[src/rtl/mdu_divider.sv]
// Iterative restoring divider for DIV/DIVU: one quotient bit per clock,
// returns {remainder, quotient} with truncate-toward-zero sign handling.
module mdu_divider #(
  parameter int WIDTH = 32
) (
  input  logic               clk,
  input  logic               rst,
  input  logic               start_i,
  input  logic               signed_i,
  input  logic [WIDTH-1:0]   dividend_i,
  input  logic [WIDTH-1:0]   divisor_i,
  input  logic               annul_i,
  output logic               busy_o,
  output logic               ready_o,
  output logic               div_zero_o,
  output logic [2*WIDTH-1:0] result_o
);

  localparam int CW = (WIDTH > 1) ? $clog2(WIDTH) : 1;
  localparam logic [CW-1:0] LAST_CNT = CW'(WIDTH - 1);

  typedef enum logic [1:0] {
    IDLE = 2'd0,
    CALC = 2'd1,
    DONE = 2'd2
  } state_e;

  state_e             state_q, state_d;
  logic [CW-1:0]      cnt_q, cnt_d;
  logic [WIDTH-1:0]   dvd_q, dvd_d;
  logic [WIDTH-1:0]   dvs_q, dvs_d;
  logic [WIDTH-1:0]   rem_q, rem_d;
  logic               qneg_q, qneg_d;
  logic               rneg_q, rneg_d;
  logic [2*WIDTH-1:0] result_q, result_d;
  logic               dz_q, dz_d;

  logic               a_neg_s, b_neg_s;
  logic [WIDTH:0]     trial_s;
  logic               qbit_s;
  logic [WIDTH-1:0]   rem_next_s, quo_next_s;

  // Remainder keeps the bit shifted out of its MSB so large divisors still compare correctly.
  assign a_neg_s    = signed_i & dividend_i[WIDTH-1];
  assign b_neg_s    = signed_i & divisor_i[WIDTH-1];
  assign trial_s    = {rem_q, dvd_q[WIDTH-1]} - {1'b0, dvs_q};
  assign qbit_s     = ~trial_s[WIDTH];
  assign rem_next_s = qbit_s ? trial_s[WIDTH-1:0] : {rem_q[WIDTH-2:0], dvd_q[WIDTH-1]};
  assign quo_next_s = {dvd_q[WIDTH-2:0], qbit_s};

  // Next-state and datapath update for the IDLE/CALC/DONE sequencer.
  always_comb begin
    state_d  = state_q;
    cnt_d    = cnt_q;
    dvd_d    = dvd_q;
    dvs_d    = dvs_q;
    rem_d    = rem_q;
    qneg_d   = qneg_q;
    rneg_d   = rneg_q;
    result_d = result_q;
    dz_d     = dz_q;
    case (state_q)
      IDLE: begin
        if (start_i) begin
          if (divisor_i == {WIDTH{1'b0}}) begin
            result_d = {dividend_i, {WIDTH{1'b1}}};
            dz_d     = 1'b1;
            state_d  = DONE;
          end else begin
            dvd_d   = a_neg_s ? -dividend_i : dividend_i;
            dvs_d   = b_neg_s ? -divisor_i : divisor_i;
            rem_d   = {WIDTH{1'b0}};
            qneg_d  = a_neg_s ^ b_neg_s;
            rneg_d  = a_neg_s;
            cnt_d   = {CW{1'b0}};
            dz_d    = 1'b0;
            state_d = CALC;
          end
        end else begin
          state_d = IDLE;
        end
      end
      CALC: begin
        if (annul_i) begin
          state_d = IDLE;
        end else begin
          cnt_d = cnt_q + {{(CW-1){1'b0}}, 1'b1};
          dvd_d = quo_next_s;
          rem_d = rem_next_s;
          if (cnt_q == LAST_CNT) begin
            result_d = {(rneg_q ? -rem_next_s : rem_next_s),
                        (qneg_q ? -quo_next_s : quo_next_s)};
            state_d  = DONE;
          end else begin
            state_d = CALC;
          end
        end
      end
      DONE:    state_d = IDLE;
      default: state_d = IDLE;
    endcase
  end

  // State and datapath registers with synchronous reset.
  always_ff @(posedge clk) begin
    if (rst) begin
      state_q  <= IDLE;
      cnt_q    <= {CW{1'b0}};
      dvd_q    <= {WIDTH{1'b0}};
      dvs_q    <= {WIDTH{1'b0}};
      rem_q    <= {WIDTH{1'b0}};
      qneg_q   <= 1'b0;
      rneg_q   <= 1'b0;
      result_q <= {(2*WIDTH){1'b0}};
      dz_q     <= 1'b0;
    end else begin
      state_q  <= state_d;
      cnt_q    <= cnt_d;
      dvd_q    <= dvd_d;
      dvs_q    <= dvs_d;
      rem_q    <= rem_d;
      qneg_q   <= qneg_d;
      rneg_q   <= rneg_d;
      result_q <= result_d;
      dz_q     <= dz_d;
    end
  end

  assign busy_o     = (state_q == CALC);
  assign ready_o    = (state_q == DONE);
  assign div_zero_o = dz_q;
  assign result_o   = result_q;

endmodule

[config.mk]
export PLATFORM = sky130hd
export DESIGN_NAME = mdu_divider
export DESIGN_NICKNAME = d
export VERILOG_FILES = /design/src/rtl/mdu_divider.sv
export SDC_FILE = /design/constraint.sdc
export NUM_CORES = 1
export LEC_CHECK = 0
export ABC_AREA = 1
export BUFFER_PORTS_ARGS = -buffer_cell sky130_fd_sc_hd__clkbuf_2
export CORE_MARGIN = 1.5
export CORE_UTILIZATION = 61
export DETAILED_ROUTE_END_ITERATION = 12
export PLACE_DENSITY = 0.85
export SETUP_SLACK_MARGIN = 0.1
export SLEW_MARGIN = 20
export SYNTH_ARGS = -nofsm -noshare
export SYNTH_HDL_FRONTEND = slang
export SYNTH_SLANG_ARGS = --single-unit
[constraint.sdc]
create_clock -name clk -period 4.78 [get_ports clk]
set_clock_uncertainty 0.2 [all_clocks]
set_input_delay 0.956 -clock clk [delete_from_list [all_inputs] [get_ports clk]]
set_output_delay 0.956 -clock clk [all_outputs]
set_load 0.05 [all_outputs]
After elaboration in Yosys (flattened, before gate mapping)
Cells that the tools add are included.
{ "word_totals": {"reg_bits": 170, "latch_bits": 0, "ramBits": 0, "rom_bits": 0, "output_inout_bits": 67, "elab_cells": 63, "n_memories": 0} }
{ "op_classes": {"add_sub_neg": 6, "n_mul": 0, "n_div": 0, "n_lt_le_gt_ge": 0, "eq_ne": 8, "shift": 0, "mux": 28, "bitwise_logic": 5, "n_reduce_logical": 7} }
{ "ops": {"columns": ["operator", "count"], "rows": [
  ["$mux W32", 11],
  ["$mux W64", 4],
  ["$neg A32 Y32", 4],
  ["$pmux W32 S2", 2],
  ["$pmux W64 S2", 1],
  ["$sub A33 B32 Y33", 1],
  ["$logic_not A32 Y1", 1],
  ["$mux W5", 3],
  ["$pmux W5 S2", 1],
  ["$mux W2", 4],
  ["$ne A2 B2 Y1 const B", 4],
  ["$add A5 B1 Y5 const B", 1],
  ["$eq A5 B5 Y1 const B", 1],
  ["$reduce_and A5 Y1", 1],
  ["$pmux W2 S2", 1],
  ["$reduce_and A4 Y1", 1],
  ["$reduce_and A3 Y1", 1],
  ["$and A1 B1 Y1", 2],
  ["$eq A2 B1 Y1 const B", 1],
  ["$eq A2 B2 Y1 const B", 1],
  ["$logic_not A2 Y1", 1],
  ["$ne A2 B1 Y1 const B", 1],
  ["$not A1 Y1", 2],
  ["$reduce_and A2 Y1", 1],
  ["3 further kinds", 3]
]} }

Longest topological paths before layout
{ "depth": {"word_depth": 7, "mapped_depth": 32, "mapped_depth_nobuf": 30} }

Worst setup path after synthesis
OpenSTA, ideal clock, no wires.
{ "synth_timing": {"path_type": "reg2reg", "startpoint": "register dvd_q[31]", "endpoint": "register result_q[30] (netlist: result_o[30])", "arrival_time_ns": 4.024, "path_slack_ns": 0.439, "stages_incl_launch_ff": 33, "n_path_buf": 2, "synth_period_minus_slack_ns": 4.341, "cell_sequence": "dfxtp_1 > inv_1 > ha_1 > fa_1 > inv_1 > nand2_1 > nand2_1 > nand3_1 > nand2_2 > nand2_2 > nand2_2 > nand2_4 > nand2_4 > nand2_4 > nand2_8 > buf_4 > buf_2 > ha_1 > inv_1 > nor3_1 > nand2_1 > inv_1 > nand3_1 > nor3_1 > nand4_1 > nand2_1 > o21ai_0 > nor2_1 > o21ai_0 > nor2_1 > xor2_1 > o221ai_1 > inv_1"} }
{ "synth_between": {"elab_chain_cells": 7} }
{ "synth_rtl": {"columns": ["element", "line", "text"], "rows": [
  ["start, declared", "30", "logic [WIDTH-1:0] dvd_q, dvd_d;"],
  ["start signal, assigned", "109", "dvd_q <= {WIDTH{1'b0}};"],
  ["start signal, assigned", "119", "dvd_q <= dvd_d;"],
  ["$sub A33 B32 Y33", "46", "assign trial_s = {rem_q, dvd_q[WIDTH-1]} - {1'b0, dvs_q};"],
  ["$not A1 Y1", "47", "assign qbit_s = ~trial_s[WIDTH];"],
  ["$neg A32 Y32", "92", "(qneg_q ? -quo_next_s : quo_next_s)};"],
  ["$mux W32", "92", null],
  ["$mux W64", "90", "if (cnt_q == LAST_CNT) begin"],
  ["$mux W64", "84", "if (annul_i) begin"],
  ["$pmux W64 S2", "62", "case (state_q)"],
  ["end signal, assigned", "114", "result_q <= {(2*WIDTH){1'b0}};"],
  ["end signal, assigned", "124", "result_q <= result_d;"],
  ["end, declared", "35", "logic [2*WIDTH-1:0] result_q, result_d;"]
]} }
Every way passes these cells. The select of a mux whose other input is x is not followed.
A chain may end at the register's enable or synchronous reset.

Worst setup path after layout
Same ends and word-level chain as after synthesis.

==> results by group <==
Outcome
  • Status: complete, no violations

STA
  • Final slew viol count: 0
  • Count of final hold-check violations: 0
  • Final Setup Violations: 0
  • Fin crit share: 91.18%
  • RSZ-0062 raised after global routing: false
  • Headroom to the max-slew limit: 23.06%
  • Tmin final: 4.358 ns
  • Worst slew pin tran: 1.152 ns
  • FMAX: 229.4 MHz

Global route
  • Maximum number of pins on one net before global-route repair: 93
  • Remaining global-route overflow: 0
  • Met1 Use GR: 55.93%
  • Top Usage Layer GRT: met2
  • All-Layer GR Usage: 39.38%
  • First-pass GRT wire length: 69.30 mm
  • Vias in the first global route: 13190
  • Met3 GRT Util: 8.000%
  • Met2 usage: 59.52%
  • Initial antenna violation count: 1

Logic synthesis
  • Main combinational cell family by area after synthesis: simple AND/OR/NAND/NOR gates
  • Mean Syn Cell Area: 5.961 um^2
  • Synth Register Bits: 170
  • Post-synth EDFFs: 0
  • XOR/XNOR Fraction of Synth Area: 3.626%
  • Top FF cell, synth: dfxtp_1
  • Mapped Area: 13290 um^2
  • Synthesis Warnings: 0
  • Synth area leaders: dfxtp_1 (26%), nand2_1 (18%), inv_1 (8.7%), a21oi_1 (7.3%), nor2_1 (5.5%)
  • Asr flop ratio synth: 0%
  • Synthesized instance count: 2229
  • Net Count, Synth: 2337
  • Yosys top cell area share: 25.61%
  • Post-synthesis cell type with the largest combined area: dfxtp_1
  • Portion of netlist area occupied by mux cells: 0%
  • Simple-gate share of the synthesized area: 35.85%
  • Post-synthesis compound-gate area fraction: 18.93%
  • Post-Synth Adder-Cell Area: 3.729%
  • Seq/Total Area, Yosys: 25.61%
  • Synth unique cells: 59

Setup path
  • Cell mode on critical path: inv_1
  • Maximum net fanout on the critical path: 13
  • Reg2Reg Depth: 30
  • WS Path Type: reg2reg
  • Slowest CP cell: fa_2
  • CP Launch Type: register
  • Slowest cell delay on critical path: 0.36 ns
  • Worst R2R Start: dvd_q[31]
  • Worst R2R End: result_o[30]
  • R2r setup slk: 0.42 ns
  • Worst Setup End Kind: register
  • CP required: 4.97 ns
  • Worst endpoint data arrival time: 4.55 ns

CTS
  • Latest clock arrival within the worst-skew pair: 0.44 ns
  • Root buf cell: clkbuf_16
  • Cts-stage hold buffer count: 0
  • TritonCTS clock tree: yes
  • Worst-case clock buffer depth: 2
  • H-tree levels: 4
  • CTS clock-pin slew for the worst setup and hold paths: 0.08 ns
  • Clock sink count: 170
  • CTS Buf Count: 17

Power and ir drop
  • Clock share of power: 29.0%
  • Tot Pwr: 4911 uW
  • Internal: 2785 uW
  • Sw Ratio: 43.30%
  • Sequential Power Share: 33.7%
  • Pwr dens: 333.0 nW/um^2
  • Combinational power share: 37.3%
  • Leakage power: 0.007399 uW
  • Switching power: 2126 uW
  • Peak supply drop: 0.2815 mV

Layout
  • Commonest non-fill, non-tap cell in the layout: nand2_1
  • Multi-input logic area: 8329 um^2
  • Number of fill cells: 1991
  • Final Core Density: 69.50%
  • Seq. cell area: 3405 um^2
  • Area Growth Syn to Fin: 11.00%
  • Share of layout cells above drive strength 1: 12.15%
  • Most frequent cells in the layout: nand2_1 (630), inv_1 (304), a21oi_1 (193), nor2_1 (191), dfxtp_1 (169)
  • # nets final: 2424

Drt
  • DR vias: 15130
  • DRT antenna net count: 0
  • Drt first pass iters: 7
  • Initial DRC count: 1524
  • Drt via density: 5.809
  • Per-cell routed wire length: 17.21 um
  • DRC viols: 0
  • Drt total wl: 44.83 mm

Min path
  • Hold path cells: 2
  • Worst Hold Class: reg2reg
  • Hold path startpoint: result_o[19]
  • Hold EP: result_o[19]

Die
  • Die height: 150.6 um
  • Row count: 53
  • Die area: 22680 um^2
  • Top Ports: 136
  • Core area: 21220 um^2
  • Initial Util: 62.61%
  • Width of the die: 150.6 um

Place
  • DP HPWL: 33.68 mm
  • Port Buf Inserts: 135
  • Routability cong.: 0.9741

Run
  • Max Cap Violations: 0
[area by class of cell]
type                       instances  area share, %
inverter                         319          8.119
clock buffer                      18          2.978
clock inverter                    14          1.077
sequential                       170          23.08
tap                              275          2.333
timing repair buffer             159          5.913
antenna                            1        0.01697
multi-input combinational       1649          56.48
[worst max path at each step]
stage               from            to  slack [ns]  cells after the start
2_1_floorplan  dvd_q[31]  result_o[30]        0.44                     32
3_3_place_gp   dvd_q[31]  result_o[30]        0.20                     30
3_5_place_dp   dvd_q[31]  result_o[30]      -0.006                     30
4_1_cts        dvd_q[31]  result_o[30]        0.19                     30
5_1_grt        dvd_q[31]  result_o[30]        0.04                     30
6_report       dvd_q[31]  result_o[30]        0.42                     30
[worst max-delay path: cells and delay by family (launching register included)]
family / cells / cell delay, ns
DFF: 1 / 0.35
xor gates and xnor gates: 1 / 0.16
buffers and inverters: 5 / 0.40
adders and majority gates: 3 / 0.72
and+or+nand+nor: 18 / 2.16
AOI/OAI and AO/OA: 3 / 0.32
[kinds of logic after synthesis]
| group | count (synthesis) |
|---|---|
| AO/OA/AOI/OAI | 449 |
| AND/OR/NAND/NOR | 1106 |
| adder cells (fa/ha/maj) | 39 |
| flip-flops | 170 |
| buffers and inverters | 410 |
| XOR/XNOR | 55 |
[metal layers]
| layer | up-vias | wire length, um |
|---|---|---|
| met3 | 109 | 4802 |
| met2 | 811 | 18980 |
| met4 | 0 | 1332 |
| met5 | - | 0 |
| li1 | 7384 | - |
| met1 | 6829 | 19720 |
[power groups by stage]
stage	clock network, uW	logic, uW	registers, uW
6_report	1420	1830	1660
5_1_grt	1480	2010	1670
4_1_cts	1420	1760	1650
3_5_place_dp	0	1750	1680
3_3_place_gp	0	1720	1680
2_1_floorplan	0	1100	1840
[per-stage QoR]
| stage | hold slack, ns | setup WS (ns) | cells | setup TNS (ns) | instance area [um^2] |
|---|---|---|---|---|---|
| after global placement | 0.2484 | 0.2047 | 2568 | 0 | 14070 |
| after CTS | 0.2671 | 0.1867 | 2600 | 0 | 14680 |
| after floorplan | 0.2353 | 0.4385 | 2229 | 0 | 13290 |
| after detailed placement | 0.2562 | -0.006345 | 2568 | -0.006345 | 14070 |
| after global routing | 0.2927 | 0.04022 | 2604 | 0 | 14750 |
| final | 0.2671 | 0.4217 | 2605 | 0 | 14750 |
[cell usage after synthesis (all sizes together) (3+ instances only)]
master and instances:
buf 27, o21bai 6, clkinv 4, o22ai 5
nand3 140, nand4 22, o211ai 9, dfxtp 170
inv 315, ha 38, a21oi 199, nand3b 16
o221ai 9, nor2 211, xnor2 8, nor3 34
a31oi 22, xor2 47, a211oi 9, a311oi 5
nor4 9, o21ai 158, clkbuf 64, a221oi 3
nand2 667, o31ai 10
[registers in the layout, indices dropped and copies added (netlist names)]
signal / cells
rneg_q: 1
div_zero_o: 1
qneg_q: 1
rem_q: 32
dvd_q: 32
result_o: 64
dvs_q: 32
state_q: 2
cnt_q: 5
[what timing repair did]
action,in CTS,in global routing
pin swaps,0,6
gates resized for setup,2,11
cloned,0,0
endpoints found under the setup margin,2,12
buffers inserted,0,4
Power figures use the tool's default switching activity.
